### src/rtl/adder_pkg.sv
// Shared definitions for the nibble-serial add/subtract datapath.
package adder_pkg;

    typedef enum logic [1:0] {
        IDLE = 2'd0,
        RUN  = 2'd1,
        DONE = 2'd2
    } adder_state_t;

    localparam int NIB_BITS = 4;

endpackage

### src/rtl/carry_lookahead_adder_4_bit.sv
// 4-bit carry-lookahead slice with group propagate/generate outputs.
module carry_lookahead_adder_4_bit (
    input  logic [3:0] A,
    input  logic [3:0] B,
    input  logic       Cin,
    output logic [3:0] Sum,
    output logic       Cout,
    output logic       PG,
    output logic       GG
);

    logic [3:0] p;
    logic [3:0] g;
    logic [4:0] c;

    assign p = A ^ B;
    assign g = A & B;

    // Every carry is flattened to sum-of-products of p, g and Cin.
    assign c[0] = Cin;
    assign c[1] = g[0] | (p[0] & Cin);
    assign c[2] = g[1] | (p[1] & g[0]) | (p[1] & p[0] & Cin);
    assign c[3] = g[2] | (p[2] & g[1]) | (p[2] & p[1] & g[0])
                | (p[2] & p[1] & p[0] & Cin);
    assign c[4] = GG | (PG & Cin);

    assign PG   = &p;
    assign GG   = g[3] | (p[3] & g[2]) | (p[3] & p[2] & g[1])
                | (p[3] & p[2] & p[1] & g[0]);

    assign Sum  = p ^ c[3:0];
    assign Cout = c[4];

endmodule

### src/rtl/nibble_serial_adder.sv
// WIDTH-bit add/subtract that reuses one 4-bit CLA slice, one nibble per
// clock from LSB to MSB, with a registered carry between nibbles.
module nibble_serial_adder
    import adder_pkg::*;
#(
    parameter int WIDTH = 16
) (
    input  logic             Clk,
    input  logic             Reset,
    input  logic             Start,
    input  logic             Sub,
    input  logic [WIDTH-1:0] A,
    input  logic [WIDTH-1:0] B,
    input  logic             Cin,
    output logic [WIDTH-1:0] Sum,
    output logic             Cout,
    output logic             Overflow,
    output logic             Busy,
    output logic             Done
);

    localparam int NIB = WIDTH / NIB_BITS;
    localparam int CW  = (NIB > 1) ? $clog2(NIB) : 1;
    localparam logic [CW-1:0] LAST_CNT = CW'(NIB - 1);

    adder_state_t   state, state_d;
    logic [WIDTH-1:0] opa, opb, res;
    logic [WIDTH-1:0] eff_b;
    logic             carry;
    logic [CW-1:0]    cnt;
    logic             snap_a, snap_b;
    logic             cout_r, ovf_r;
    logic             last_nib;
    logic [3:0]       slice_sum;
    logic             slice_cout;

    assign eff_b    = Sub ? ~B : B;
    assign last_nib = (cnt == LAST_CNT);

    carry_lookahead_adder_4_bit u_slice (
        .A    (opa[NIB_BITS-1:0]),
        .B    (opb[NIB_BITS-1:0]),
        .Cin  (carry),
        .Sum  (slice_sum),
        .Cout (slice_cout),
        .PG   (),
        .GG   ()
    );

    always_comb begin
        state_d = state;
        unique case (state)
            IDLE:    if (Start) state_d = RUN;
            RUN:     if (last_nib) state_d = DONE;
            DONE:    state_d = IDLE;
            default: state_d = IDLE;
        endcase
    end

    always_ff @(posedge Clk) begin
        if (Reset) begin
            state  <= IDLE;
            opa    <= '0;
            opb    <= '0;
            res    <= '0;
            carry  <= 1'b0;
            cnt    <= '0;
            snap_a <= 1'b0;
            snap_b <= 1'b0;
            cout_r <= 1'b0;
            ovf_r  <= 1'b0;
        end else begin
            state <= state_d;
            unique case (state)
                IDLE: if (Start) begin
                    opa    <= A;
                    opb    <= eff_b;
                    carry  <= Sub ? 1'b1 : Cin;
                    cnt    <= '0;
                    snap_a <= A[WIDTH-1];
                    snap_b <= eff_b[WIDTH-1];
                end
                RUN: begin
                    res   <= {slice_sum, res[WIDTH-1:NIB_BITS]};
                    opa   <= opa >> NIB_BITS;
                    opb   <= opb >> NIB_BITS;
                    carry <= slice_cout;
                    cnt   <= cnt + 1'b1;
                    // Carry into the MSB is recovered from the operand and result sign bits.
                    if (last_nib) begin
                        cout_r <= slice_cout;
                        ovf_r  <= slice_cout ^ (snap_a ^ snap_b ^ slice_sum[3]);
                    end
                end
                default: ;
            endcase
        end
    end

    assign Sum      = res;
    assign Cout     = cout_r;
    assign Overflow = ovf_r;
    assign Busy     = (state != IDLE);
    assign Done     = (state == DONE);

endmodule

### config.mk
export PLATFORM = sky130hd
export DESIGN_NAME = nibble_serial_adder
export DESIGN_NICKNAME = d
export VERILOG_FILES = /design/src/rtl/adder_pkg.sv /design/src/rtl/carry_lookahead_adder_4_bit.sv /design/src/rtl/nibble_serial_adder.sv
export SDC_FILE = /design/constraint.sdc
export NUM_CORES = 1
export LEC_CHECK = 0
export ABC_AREA = 1
export CAP_MARGIN = 20
export CORE_ASPECT_RATIO = 1.25
export CORE_MARGIN = 2
export CORE_UTILIZATION = 55
export DETAILED_ROUTE_END_ITERATION = 7
export PLACE_DENSITY = 0.85
export REMOVE_ABC_BUFFERS = 1
export SETUP_SLACK_MARGIN = 0.3
export SLEW_MARGIN = 10
export SYNTH_ARGS = -nofsm -noshare
export SYNTH_HDL_FRONTEND = slang
export SYNTH_HIERARCHICAL = 1
export SYNTH_SLANG_ARGS = --single-unit
### constraint.sdc
create_clock -name Clk -period 3.5 [get_ports Clk]
set_input_delay 0.7 -clock Clk [delete_from_list [all_inputs] [get_ports Clk]]
set_output_delay 0.7 -clock Clk [all_outputs]
set_load 0.02 [all_outputs]
==> flow_metrics.py, run 1 <==
metrics = {
    "floorplanning": {
        "initial_core_util_pct": 56.2,
        "num_rows": 29,
        "num_io_pins": 57,
        "die-area_mm2": 0.00567,
        "dieHeight_um": 83.7,
        "core_mm2": 0.00497,
        "die_w_um": 67.8,
    },
    "synthesis": {
        "ys_warn_count": 6,
        "syn_inst": 433,
        "syn_area_mm2": 0.00279,
        "syn_area_per_cell_um2": 6.45,
    },
    "global_route": {
        "grt_max_degree": 45,
        "antenna_found_initial": 0,
        "grt_pass1_wl_um": 10400,
        "gr-total-overflow": 0,
        "grt_pass1_vias": 2548,
        "track_usage_pct": 23.6,
    },
    "worst_setup_path": {
        "cp_max_fo": 4,
        "startpoint_type": "register",
        "critPathTopFamily": "buffers and inverters",
        "rr_worst_depth": 11,
        "cp.arrival_ps": 1530,
        "crit_chain": "inv_1 > nand2_1 > clkdlybuf4s50_1",
        "crit_buf_inv": 2,
        "end_kind": "output pin",
        "required_ps": 2800,
        "path_depth": 3,
        "path_class": "register to output pin",
        "slowest_delay_ps": 590,
        "crit_slowest_cell": "clkdlybuf4s50_1",
    },
    "run": {
        "maxCapViolations": 0,
    },
    "routing": {
        "vias": 2688,
        "drc": 0,
        "drt_iter0_drc": 145,
        "drtPass1Iterations": 6,
        "viasPerCell": 4.88,
        "wl_um": 5850,
        "post_drt_wl_per_cell_um": 10.6,
        "final_antenna_net_count": 0,
    },
    "final_layout": {
        "n_antenna_cell": 0,
        "layout-drive-gt1-share_pct": 5.52,
        "final_util_pct": 71.1,
        "synthToLayoutAreaGrowth_pct": 26.5,
        "final_area_mm2": 0.00353,
        "fin_nets": 527,
    },
    "sta": {
        "fin_tns_setup_ps": 0,
        "fin_crit_ps": 2230,
        "hold_viol": 0,
        "fin_skew_ps": 5.24,
        "tightest_slew_ps": 690,
        "rsz0062_at_grt": "false",
        "fmax_mhz": 448,
        "drv_slew": 0,
        "layout_worst_path_cycle_share_pct": 63.8,
        "relSlewSlack_pct": 53.9,
        "final-setup-viol-count": 0,
    },
    "place": {
        "gp_congestion": 0.830,
        "portBuffers": 56,
        "postPlaceCellArea_mm2": 0.00336,
        "hpwl_um": 4060,
    },
    "clocking": {
        "clock-sinks": 57,
        "clk_latency_ps": 340,
        "cts_buffer_depth": 2,
        "holdBufCountCts": 0,
        "clockRootBuffer": "clkbuf_8",
        "cts_made_buffers": 9,
        "path_clk_slew_ps": 60,
        "cts_tree": "built",
        "cts-resized-gates": 0,
        "postCtsSetupRepairBufs": 0,
        "htree_levels": 3,
    },
    "power_and_ir_drop": {
        "power_density_mw_per_mm2": 449,
        "ir_worst_vdd_v": 0.000281,
        "p_total_mw": 1.59,
        "leakage_nw": 1.75,
    },
    "worst_hold_path": {
        "hold_class": "register to register",
        "hold_depth": 2,
    },
    "run_status": {
        "outcome": "finished clean",
    },
}
-- worst register-to-register path, cell delays in order, from the launching register on --
cell	delay [ps]
dfxtp_1	310
ha_1	360
nand2_2	100
inv_1	50
o21bai_1	130
nand3_1	150
nor2_1	180
inv_1	70
nand2_1	70
nand2_1	60
nand2_1	70
a21oi_1	60
-- layer usage --
layer,up-vias,GRT usage [%],routed length (µm)
li1,1425,-,-
met3,8,6.88,290
met1,1197,26.2,2530
met5,-,0,0
met4,0,9.46,83
met2,58,40.8,2940
-- power breakdown --
| part | internal, mW | switching, mW | total, mW | leakage [nW] |
|---|---|---|---|---|
| logic | 0.140 | 0.175 | 0.315 | 1.18 |
| registers | 0.699 | 0.0312 | 0.730 | 0.469 |
| clock network | 0.292 | 0.251 | 0.543 | 0.0932 |
-- layout by cell type (no fill, tap or decap), drive strengths merged --
master	instances
nand2	163
nor2	63
dfxtp	57
clkdlybuf4s50	56
inv	44
o21ai	35
a21oi	17
nand3	17
clkbuf	13
ha	5
buf	5
xor2	4
clkinv	3
xnor2	2
nor3	1
o21bai	1
or2	1
nand4	1
fa	1
-- sequential cells by signal (all words and copies together) (netlist names) --
register and count:
opa 16, snap_a 1, state 2, carry 1, Sum 16, cnt 2
snap_b 1, Cout 1, Overflow 1, opb 16
-- area by class of cell --
cell class,count,area (µm²)
tap,62,77.6
timing repair buffer,61,598
sequential,57,1140
clock buffer,13,159
clock inverter,3,15.0
multi-input combinational,311,1380
inverter,44,165
fill,440,1440
-- per-stage QoR --
step / setup slack [ps] / hold slack [ps] / std cells
after floorplan: 1810 / 433 / 412
after global placement: 1200 / 448 / 535
after detailed placement: 1160 / 455 / 535
after CTS: 1270 / 466 / 551
after global routing: 1210 / 479 / 551
final: 1270 / 466 / 551
-- path summary, 6_finish.rpt --
check	endpoint	start	slack (ps)
setup / recovery	Busy	state[0]	1270
hold / removal	opb[15]	opb[15]	470
setup reg to reg	Overflow	opa[1]	1780
hold reg to reg	opb[15]	opb[15]	470
(Power assumes the default switching activity.)
==> inputs of run 2 (changes only) <==
--- a/config.mk
+++ b/config.mk
@@ -9,9 +9,9 @@
 export CAP_MARGIN = 20
 export CORE_ASPECT_RATIO = 1.25
 export CORE_MARGIN = 2
-export CORE_UTILIZATION = 55
+export CORE_UTILIZATION = 46
 export DETAILED_ROUTE_END_ITERATION = 7
-export PLACE_DENSITY = 0.85
+export PLACE_DENSITY = 0.76
 export REMOVE_ABC_BUFFERS = 1
 export SETUP_SLACK_MARGIN = 0.3
 export SLEW_MARGIN = 10
==> constraint.sdc (replaced) <==
create_clock -name Clk -period 1.85 [get_ports Clk]
set_input_delay 0.37 -clock Clk [delete_from_list [all_inputs] [get_ports Clk]]
set_output_delay 0.37 -clock Clk [all_outputs]
set_load 0.02 [all_outputs]
==> flow_metrics.py, run 2 (same netlist as run 1, synthesis figures left out) <==
metrics = {
    "run_status": {
        "outcome": "finished clean",
    },
    "routing": {
        "post_drt_wl_per_cell_um": 11.5,
        "drt_iter0_drc": 174,
        "vias": 2787,
        "viasPerCell": 4.98,
        "wl_um": 6450,
        "final_antenna_net_count": 0,
        "drc": 0,
        "drtPass1Iterations": 4,
    },
    "clocking": {
        "clk_latency_ps": 330,
        "cts_buffer_depth": 2,
        "cts_tree": "built",
        "path_clk_slew_ps": 70,
        "cts_made_buffers": 9,
        "clock-sinks": 57,
        "htree_levels": 3,
        "clockRootBuffer": "clkbuf_8",
    },
    "place": {
        "hpwl_um": 4180,
        "portBuffers": 56,
        "gp_congestion": 0.817,
    },
    "sta": {
        "layout_worst_path_cycle_share_pct": 84.5,
        "fin_skew_ps": 7.63,
        "hold_viol": 0,
        "fmax_mhz": 640,
        "relSlewSlack_pct": 69.7,
        "rsz0062_at_grt": "true",
        "tightest_slew_ps": 454,
        "drv_slew": 0,
        "fin_tns_setup_ps": 0,
        "final-setup-viol-count": 0,
        "fin_crit_ps": 1560,
    },
    "floorplanning": {
        "num_io_pins": 57,
        "die_w_um": 73.7,
        "num_rows": 31,
        "dieHeight_um": 91.1,
        "initial_core_util_pct": 48.0,
        "die-area_mm2": 0.00672,
        "core_mm2": 0.00582,
    },
    "final_layout": {
        "synthToLayoutAreaGrowth_pct": 33.5,
        "layout_common_cells": "nand2_1, nor2_1, dfxtp_1",
        "multi_input_area_mm2": 0.00143,
        "fill_cells": 544,
        "mostFrequentLayoutCell": "nand2_1",
        "n_antenna_cell": 0,
        "layout-drive-gt1-share_pct": 10.1,
        "fin_nets": 532,
        "regArea_mm2": 0.00115,
    },
    "worst_setup_path": {
        "startpoint_type": "register",
        "slowest_delay_ps": 340,
        "regToRegEndpoint": "Overflow",
        "setup.worst_path.start": "opa[1]",
        "required_ps": 2070,
        "crit_chain": "ha_4 > nand2_2 > inv_1 > o21bai_1 > nand3_2 > nor2_2 > inv_1 > nand2_1 > nand2_1 > nand2_1 > a21oi_1",
        "cp.arrival_ps": 1780,
        "rr_worst_depth": 11,
        "crit_slowest_cell": "dfxtp_2",
        "regToRegSetupSlack_ps": 290,
        "path_common_cell": "nand2_1",
        "end_kind": "register",
        "r2r-start": "opa[1]",
        "path_class": "register to register",
        "cp_max_fo": 5,
    },
    "power_and_ir_drop": {
        "power_density_mw_per_mm2": 945,
        "leakage_nw": 1.90,
        "ir_worst_vdd_v": 0.000395,
        "p_total_mw": 3.52,
    },
    "global_route": {
        "track_usage_pct": 20.3,
        "grt_pass1_wl_um": 11000,
        "antenna_found_initial": 0,
        "gr-total-overflow": 0,
        "grt_max_degree": 45,
        "grt_pass1_vias": 2650,
    },
    "worst_hold_path": {
        "hold_class": "register to register",
        "hold_start": "opb[12]",
        "hold_depth": 2,
        "worstHoldEndpoint": "opb[12]",
    },
    "run": {
        "maxCapViolations": 0,
    },
}
run 2: cell count changes in the layout (fill, tap and decap cells not counted), moves of 3 or more:
cell / delta
clkdlybuf4s50_1: -21
bufinv_16: +3
dlygate4sd2_1: +18
clkinv_2: -3
dfxtp_1: -5
buf_12: +3
ha_1: -3
ha_4: +3
dfxtp_2: +5
run 2: worst max-delay path by stage:
stage | endpoint | slack [ps] | cells after the start
6_report | Overflow | 290 | 11
5_1_grt | Overflow | 170 | 11
4_1_cts | Busy | 290 | 3
3_5_place_dp | opb[11] | 70 | 8
3_3_place_gp | opb[11] | 130 | 8
2_1_floorplan | Overflow | 360 | 12
run 2: cell type report:
type	count	area share, %
repair inverters	1	0.134
repair buffers	65	17.0
multi-input cells	311	38.3
flip-flops and latches	57	30.8
clock buffers	12	4.43
well taps	66	2.21
inverters	44	4.53
clock inverters	4	2.62
run 2: metrics by stage:
stage | hold WS (ps) | instance area [µm²] | cells | setup slack, ps | utilization (%)
floorplan | 433 | 2680 | 412 | 359 | -
global placement | 443 | 3430 | 543 | 129 | 59.0
detailed placement | 453 | 3430 | 543 | 68.4 | 59.0
CTS | 469 | 3710 | 559 | 289 | 63.8
global route | 483 | 3730 | 560 | 170 | 64.1
finish | 470 | 3730 | 560 | 287 | 64.1
run 2: report_power, final:
| part | switching, mW | total (mW) | internal, mW | leakage (nW) |
|---|---|---|---|---|
| Clock | 0.506 | 1.51 | 1.01 | 0.129 |
| Combinational | 0.349 | 0.627 | 0.278 | 1.30 |
| Sequential | 0.0615 | 1.39 | 1.32 | 0.471 |
| Total | 0.917 | 3.52 | 2.61 | 1.90 |
run 2: metal layers:
metal / global-route usage, % / part of all wire [%] / vias up
met5: 0 / 0 / -
met4: 8.03 / 2.0 / 0
met3: 3.77 / 3.4 / 16
met2: 35.9 / 51 / 67
met1: 23.2 / 43 / 1270
li1: - / - / 1434
run 2: critical path, delay by kind of cell, from the launching register on:
kind | cells | cell delay, ps
compound gates | 2 | 220
fa+ha+maj | 1 | 260
simple gates | 6 | 520
flops | 1 | 340
buf+inv | 2 | 100
run 2: timing repair:
| action | CTS | global route |
|---|---|---|
| cloned | 0 | 1 |
| gates resized for setup | 29 | 11 |
| hold buffers | 0 | 0 |
| buffers inserted | 0 | 0 |
| endpoints found under the hold margin | 0 | 0 |
| setup endpoints to repair | 21 | 10 |
| pin swaps | 1 | 3 |
